===== src/rtl/seq_detector.sv =====
// rtl/seq_detector.sv - serial bit-pattern detector with FILL/RUN FSM and match pulse
// Optional saturating match counter is built only when SEQ_DET_CNT_EN is defined.
module seq_detector #(
    parameter int unsigned        PAT_LEN = 4,
    parameter logic [PAT_LEN-1:0] PATTERN = 4'b1011,
    parameter bit                 OVERLAP = 1'b1,
    parameter int unsigned        CNT_W   = 8
) (
    input  logic             clk,
    input  logic             rst_n,
    input  logic             en,
    input  logic             din,
    input  logic             clr,
    output logic             match,
    output logic [CNT_W-1:0] match_cnt,
    output logic             busy
);

    localparam int unsigned FILL_W = $clog2(PAT_LEN + 1);

    typedef enum logic {
        S_FILL = 1'b0,
        S_RUN  = 1'b1
    } state_t;

    state_t              state_q, state_d;
    logic [PAT_LEN-1:0]  win_q, win_d;
    logic [FILL_W-1:0]   fill_q, fill_d;
    logic                match_q, match_d;
    logic                armed_q, armed_d;

    logic                accept;
    logic                full_next;
    logic                hit;
    logic [PAT_LEN-1:0]  win_shift;

    // armed_q stays low for the first edge after reset release so a bit
    // presented on an edge racing the deassertion is never consumed.
    always_ff @(posedge clk or negedge rst_n) begin
        if (!rst_n) begin
            state_q <= S_FILL;
            win_q   <= '0;
            fill_q  <= '0;
            match_q <= 1'b0;
            armed_q <= 1'b0;
        end else begin
            state_q <= state_d;
            win_q   <= win_d;
            fill_q  <= fill_d;
            match_q <= match_d;
            armed_q <= armed_d;
        end
    end

    always_comb begin
        armed_d   = 1'b1;
        accept    = en && armed_q;
        win_shift = {win_q[PAT_LEN-2:0], din};
        full_next = (state_q == S_RUN) || (fill_q == FILL_W'(PAT_LEN - 1));
        hit       = accept && full_next && (win_shift == PATTERN);

        state_d = state_q;
        win_d   = win_q;
        fill_d  = fill_q;
        match_d = 1'b0;

        if (clr) begin
            state_d = S_FILL;
            win_d   = '0;
            fill_d  = '0;
        end else if (accept) begin
            win_d   = win_shift;
            match_d = hit;
            case (state_q)
                S_FILL: begin
                    if (fill_q == FILL_W'(PAT_LEN - 1)) begin
                        state_d = S_RUN;
                        fill_d  = FILL_W'(PAT_LEN);
                    end else begin
                        fill_d = fill_q + FILL_W'(1);
                    end
                end
                S_RUN: begin
                    state_d = S_RUN;
                end
                default: begin
                    state_d = S_FILL;
                    fill_d  = '0;
                end
            endcase
            // Non-overlapping mode: the next match must be built from fresh bits.
            if (hit && !OVERLAP) begin
                state_d = S_FILL;
                fill_d  = '0;
            end
        end
    end

    assign match = match_q;
    assign busy  = (state_q == S_RUN);

`ifdef SEQ_DET_CNT_EN
    logic [CNT_W-1:0] cnt_q, cnt_d;

    always_ff @(posedge clk or negedge rst_n) begin
        if (!rst_n) begin
            cnt_q <= '0;
        end else begin
            cnt_q <= cnt_d;
        end
    end

    always_comb begin
        cnt_d = cnt_q;
        if (clr) begin
            cnt_d = '0;
        end else if (match_d && (cnt_q != {CNT_W{1'b1}})) begin
            cnt_d = cnt_q + CNT_W'(1);
        end
    end

    assign match_cnt = cnt_q;
`else
    assign match_cnt = '0;
`endif

endmodule


===== config.mk =====
export PLATFORM = sky130hd
export DESIGN_NAME = seq_detector
export DESIGN_NICKNAME = d
export VERILOG_FILES = /design/src/rtl/seq_detector.sv
export SDC_FILE = /design/constraint.sdc
export NUM_CORES = 1
export LEC_CHECK = 0
export BUFFER_PORTS_ARGS = -buffer_cell sky130_fd_sc_hd__buf_2
export CAP_MARGIN = 30
export CORE_AREA = 2 2 39 41
export CTS_CLUSTER_DIAMETER = 100
export DETAILED_ROUTE_END_ITERATION = 16
export DIE_AREA = 0 0 41 43
export PLACE_DENSITY = 0.63
export SKIP_CTS_REPAIR_TIMING = 1
export SLEW_MARGIN = 25
export SYNTH_ARGS = -nofsm -noshare
export SYNTH_HDL_FRONTEND = slang
export SYNTH_SLANG_ARGS = --single-unit

===== constraint.sdc =====
create_clock -name clk -period 1.4 [get_ports clk]
set_input_delay 0.21 -clock clk [delete_from_list [all_inputs] [get_ports clk]]
set_output_delay 0.21 -clock clk [all_outputs]
set_load 0.02 [all_outputs]

### After elaboration in Yosys (flattened, before gate mapping)

Index checks and enable logic that the tools add are counted.

* flip-flop bits (word level): 9
* bits of input ports: 5
* output and inout bits: 10
* logic and storage cells: 28

* add/sub/neg operators: 1
* equal/unequal tests: 3
* multiplexer cells: 12
* bitwise gates (word level): 1
* reductions and logical operators: 6

Operators by type and width (number)
* 2-to-1 mux 3 bit: 6
* 2-to-1 mux 1 bit: 5
* equality test 4 bit (second input constant): 1
* adder 3 x 1 -> 3 bit (second input constant): 1
* equality test 3 x 2 -> 1 bit (second input constant): 1
* logical AND 1 bit: 3
* inequality test 2 bit (second input constant): 1
* one-hot mux 1 bit (2 select lines): 1
* AND reduction 2 bit: 1
* nonzero test 2 bit: 1
* logical OR 1 bit: 1
* inverter 1 bit: 1

### Logic depth before layout (Yosys ltp)

* depth in word-level cells: 6
* mapped depth: 4
* depth with buffers taken out: 4

### Worst setup path before layout

OpenSTA, ideal clock, no wires.

* path type: register to register
* from: reg fill_q[0]
* to: reg fill_q[1]
* library setup time: 0.079 ns
* arrival time: 1.222 ns
* data required time: 1.321 ns
* slack: 0.099 ns
* cell stages (with the launch flop): 5
* path buffers: 0
* period minus slack after synthesis: 1.301 ns
* cells stage by stage: dfrtp_1 -> ha_1 -> ha_1 -> or3b_1 -> mux2i_1

* longest elaborated chain between the ends: 5
* elaborated cells between the ends (all ways): 6
* classes of those cells: add/sub: 1; eq/ne: 1; mux: 4

Ends and longest elaborated chain
* start, declared: RTL line 28 `logic [FILL_W-1:0] fill_q, fill_d;`
* start signal, assigned: RTL line 49 `fill_q <= fill_d;`
* adder 3 x 1 -> 3 bit / equality test 3 x 2 -> 1 bit (equally long branches): RTL line 80, 76
* 2-to-1 mux 3 bit *: RTL line 76 `if (fill_q == FILL_W'(PAT_LEN - 1)) begin`
* 2-to-1 mux 3 bit *: RTL line 74 `case (state_q)`
* 2-to-1 mux 3 bit *: RTL line 71 `end else if (accept) begin`
* 2-to-1 mux 3 bit *: RTL line 67 `if (clr) begin`

Every way passes the cells marked *; elsewhere a longest branch is shown, timed or not. The select of a mux whose other input is x is not followed.
A chain may end at the register's enable or synchronous reset.

### Worst setup path in the final report

Same ends and word-level chain as after synthesis.

==> impl_table.tex <==
\begin{tabular}{lr}
\hline
Metric & Value \\
\hline
\multicolumn{2}{l}{\textbf{Timing}} \\
Post-route setup slack & 0.0869 ns \\
Final Hold Vio Count & 0 \\
RSZ-0062 raised after global routing & false \\
Final count of pins violating max slew & 0 \\
Post-route setup TNS & 0 ns \\
Final Critical Period & 1.31 ns \\
Setup violators final & 0 \\
Clock skew after layout & 0.00165 ns \\
Fmax & 0.762 GHz \\
Period Utilization, post-route & 0.938 \\
\multicolumn{2}{l}{\textbf{Global route}} \\
Vias in the first global route & 317 \\
Largest net degree at the start of global routing & 12 \\
Initial antenna violation count & 0 \\
GR Overflow Total & 0 \\
Global-route wire length before repair & 1200 um \\
Total track usage & 0.101 \\
\multicolumn{2}{l}{\textbf{Cells and area}} \\
Fill cell instance count of the final layout & 145 \\
Area grow syn2layout & 9.11\% \\
Utilization of the core after routing & 0.422 \\
Final std cells w/o fill & 75 \\
Nets@finish & 67 \\
Highest-count cells in the layout ignoring fill and taps & 9 x sky130\_fd\_sc\_hd\_\_conb\_1, 9 x sky130\_fd\_sc\_hd\_\_dfrtp\_1, 6 x sky130\_fd\_sc\_hd\_\_buf\_2 \\
Antenna diodes & 0 \\
Share of post-route cells with drive strength above 1 & 0.356 \\
\multicolumn{2}{l}{\textbf{Critical path}} \\
Maximum fanout count along the critical path & 3 \\
Maximum cell stage delay along the critical path & 0.40 ns \\
Req. time, crit path & 1.58 ns \\
Standard cell with the maximum stage delay on the critical path & sky130\_fd\_sc\_hd\_\_dfrtp\_1 \\
Setup crit start kind & register \\
Critical Path Sink Type & register \\
WP data arrival & 1.49 ns \\
Critical path class & register to register \\
Critical path cell sequence & ha\_2 > ha\_1 > or3b\_1 > mux2i\_1 \\
\multicolumn{2}{l}{\textbf{Floorplanning}} \\
X dimension of the die & 41 um \\
Starting utilization of the core area & 0.387 \\
Total die area & 1760 um\^{}2 \\
Die H & 43 um \\
Number of ports placed on the die boundary & 15 \\
Floorplan Core Area & 1380 um\^{}2 \\
Total number of placement rows & 14 \\
\multicolumn{2}{l}{\textbf{Synthesis}} \\
Cell type contributing the most total cell area after synthesis & sky130\_fd\_sc\_hd\_\_dfrtp\_1 \\
Count of different cell masters after synthesis & 22 \\
Top post-synthesis cells by area & sky130\_fd\_sc\_hd\_\_dfrtp\_1 42\%, sky130\_fd\_sc\_hd\_\_buf\_4 11\%, sky130\_fd\_sc\_hd\_\_a21bo\_2 5.6\% \\
Fraction of synthesized cell area taken by the top area cell type & 0.421 \\
Number of instances in the synthesized netlist & 50 \\
Number of synthesized register bits & 9 \\
Warning count from the yosys run & 0 \\
Synthesized area divided by synthesized cell count & 10.7 um\^{}2 \\
Sequential fraction of the synthesis area & 0.421 \\
Netlist Area Pre-Place & 536 um\^{}2 \\
\multicolumn{2}{l}{\textbf{Route}} \\
Number of vias after detailed routing & 343 \\
TritonRoute pass-1 iters & 2 \\
Remaining routing DRC violations & 0 \\
Total detailed-routing wirelength & 732 um \\
Number of DRC violations after detailed-routing iteration 0 & 1 \\
Routed vias/inst & 4.57 \\
WL/cell & 9.76 um \\
Number of nets with antenna violations after detailed routing & 0 \\
\multicolumn{2}{l}{\textbf{Placement}} \\
Port-buffer cells & 6 \\
Pre-CTS setup slack & 0.0706 ns \\
HPWL after DPL & 569 um \\
Number of placed instances with taps included & 70 \\
Placer Congestion & 0.702 \\
\multicolumn{2}{l}{\textbf{Clock tree}} \\
H-tree depth reported by CTS & 1 \\
Clock latency on the worst-skew pair & 0.25 ns \\
Count of clock tree sinks & 9 \\
Number of buffers on the longest clock path & 2 \\
TritonCTS clock tree & yes \\
Buffer cell driving the clock tree root & sky130\_fd\_sc\_hd\_\_clkbuf\_4 \\
Clock edge transition at the registers on the reported setup and hold paths & 0.06 ns \\
Number of CTS-inserted buffers & 3 \\
\multicolumn{2}{l}{\textbf{Pwr}} \\
Total power after layout & 0.536 mW \\
Maximum ir drop on the vdd rail & 0.347 mV \\
Standby leakage power & 0.283 nW \\
Power density over cell area & 917 nW/um\^{}2 \\
\multicolumn{2}{l}{\textbf{Worst hold path}} \\
Hold Path Class & input pin to register \\
\multicolumn{2}{l}{\textbf{Flow run}} \\
Max-capacitance violation count & 0 \\
\multicolumn{2}{l}{\textbf{Run status}} \\
Run status & complete, no violations \\
\hline
\end{tabular}
-- cell usage after synthesis --
master	number
sky130_fd_sc_hd__buf_2	2
sky130_fd_sc_hd__nor2_1	3
sky130_fd_sc_hd__conb_1	2
sky130_fd_sc_hd__nand4b_1	1
sky130_fd_sc_hd__and2b_4	1
sky130_fd_sc_hd__a21oi_1	3
sky130_fd_sc_hd__dfrtp_1	9
sky130_fd_sc_hd__and3b_4	1
sky130_fd_sc_hd__nand2b_2	1
sky130_fd_sc_hd__nor3_1	2
sky130_fd_sc_hd__inv_1	1
sky130_fd_sc_hd__and2b_2	1
sky130_fd_sc_hd__a21bo_2	3
sky130_fd_sc_hd__or3b_1	1
sky130_fd_sc_hd__mux2_4	2
sky130_fd_sc_hd__mux2i_1	1
sky130_fd_sc_hd__buf_6	1
sky130_fd_sc_hd__nand3_1	3
sky130_fd_sc_hd__nand3b_1	1
sky130_fd_sc_hd__a31oi_1	1
sky130_fd_sc_hd__ha_1	2
sky130_fd_sc_hd__buf_4	8
-- report_power, final --
group | switching [mW] | total (mW) | internal, mW
sequential | 0.00506 | 0.272 | 0.267
combinational | 0.0424 | 0.0679 | 0.0255
clock | 0.0865 | 0.196 | 0.110
total | 0.134 | 0.536 | 0.402
-- metrics by stage --
step / area (um^2) / hold WS [ns]
6_report: 584 / 0.221
5_1_grt: 584 / 0.236
4_1_cts: 572 / -0.205
3_5_place_dp: 546 / 0.0719
3_3_place_gp: 546 / 0.0731
2_1_floorplan: 562 / -0.0856
-- worst paths after layout --
kind                            from        end  slack [ns]  depth (start not counted)
setup / recovery           fill_q[0]  fill_q[1]        0.09                          4
hold / removal                   din      match        0.22                          3
setup reg to reg           fill_q[0]  fill_q[1]        0.09                          4
hold reg to reg             win_q[1]      match        0.55                          2
max in group asynchronous      rst_n  fill_q[2]        0.89                          2
min in group asynchronous      rst_n   win_q[0]        0.33                          2
-- cells by family after synthesis --
kind of cell    synth area share
mux                       0.0748
fa+ha+maj                 0.0467
compound gates            0.0958
simple gates               0.189
other cells               0.0140
buf+inv                    0.159
flops                      0.421
-- final cells by class --
type                       count  area, um^2  area share
multi-input combinational     36         254       0.435
sequential                     9         225       0.385
timing repair buffer           9        55.1      0.0942
clock buffer                   4        26.3      0.0450
tap                           16        20.0      0.0343
inverter                       1        3.75     0.00642
-- worst max-delay path: cells and delay by family (launching register included) --
family,cells,cell delay (ns)
adder cells (fa/ha/maj),2,0.37
flip-flops,1,0.40
multiplexers,1,0.13
AND/OR/NAND/NOR,1,0.34
-- layer usage --
layer / vias to the layer above / GRT usage / wire [um]
li1: 169 / - / -
met1: 167 / 0.119 / 352
met2: 7 / 0.153 / 347
met3: 0 / 0.0314 / 32
met4: 0 / 0.0600 / 0
met5: - / 0 / 0
-- sequential cells by signal, summed over array words and instances, names as in the netlist --
| name | flops |
|---|---|
| armed_q | 1 |
| busy | 1 |
| fill_q | 3 |
| match | 1 |
| win_q | 3 |
Power figures use the tool's default switching activity.
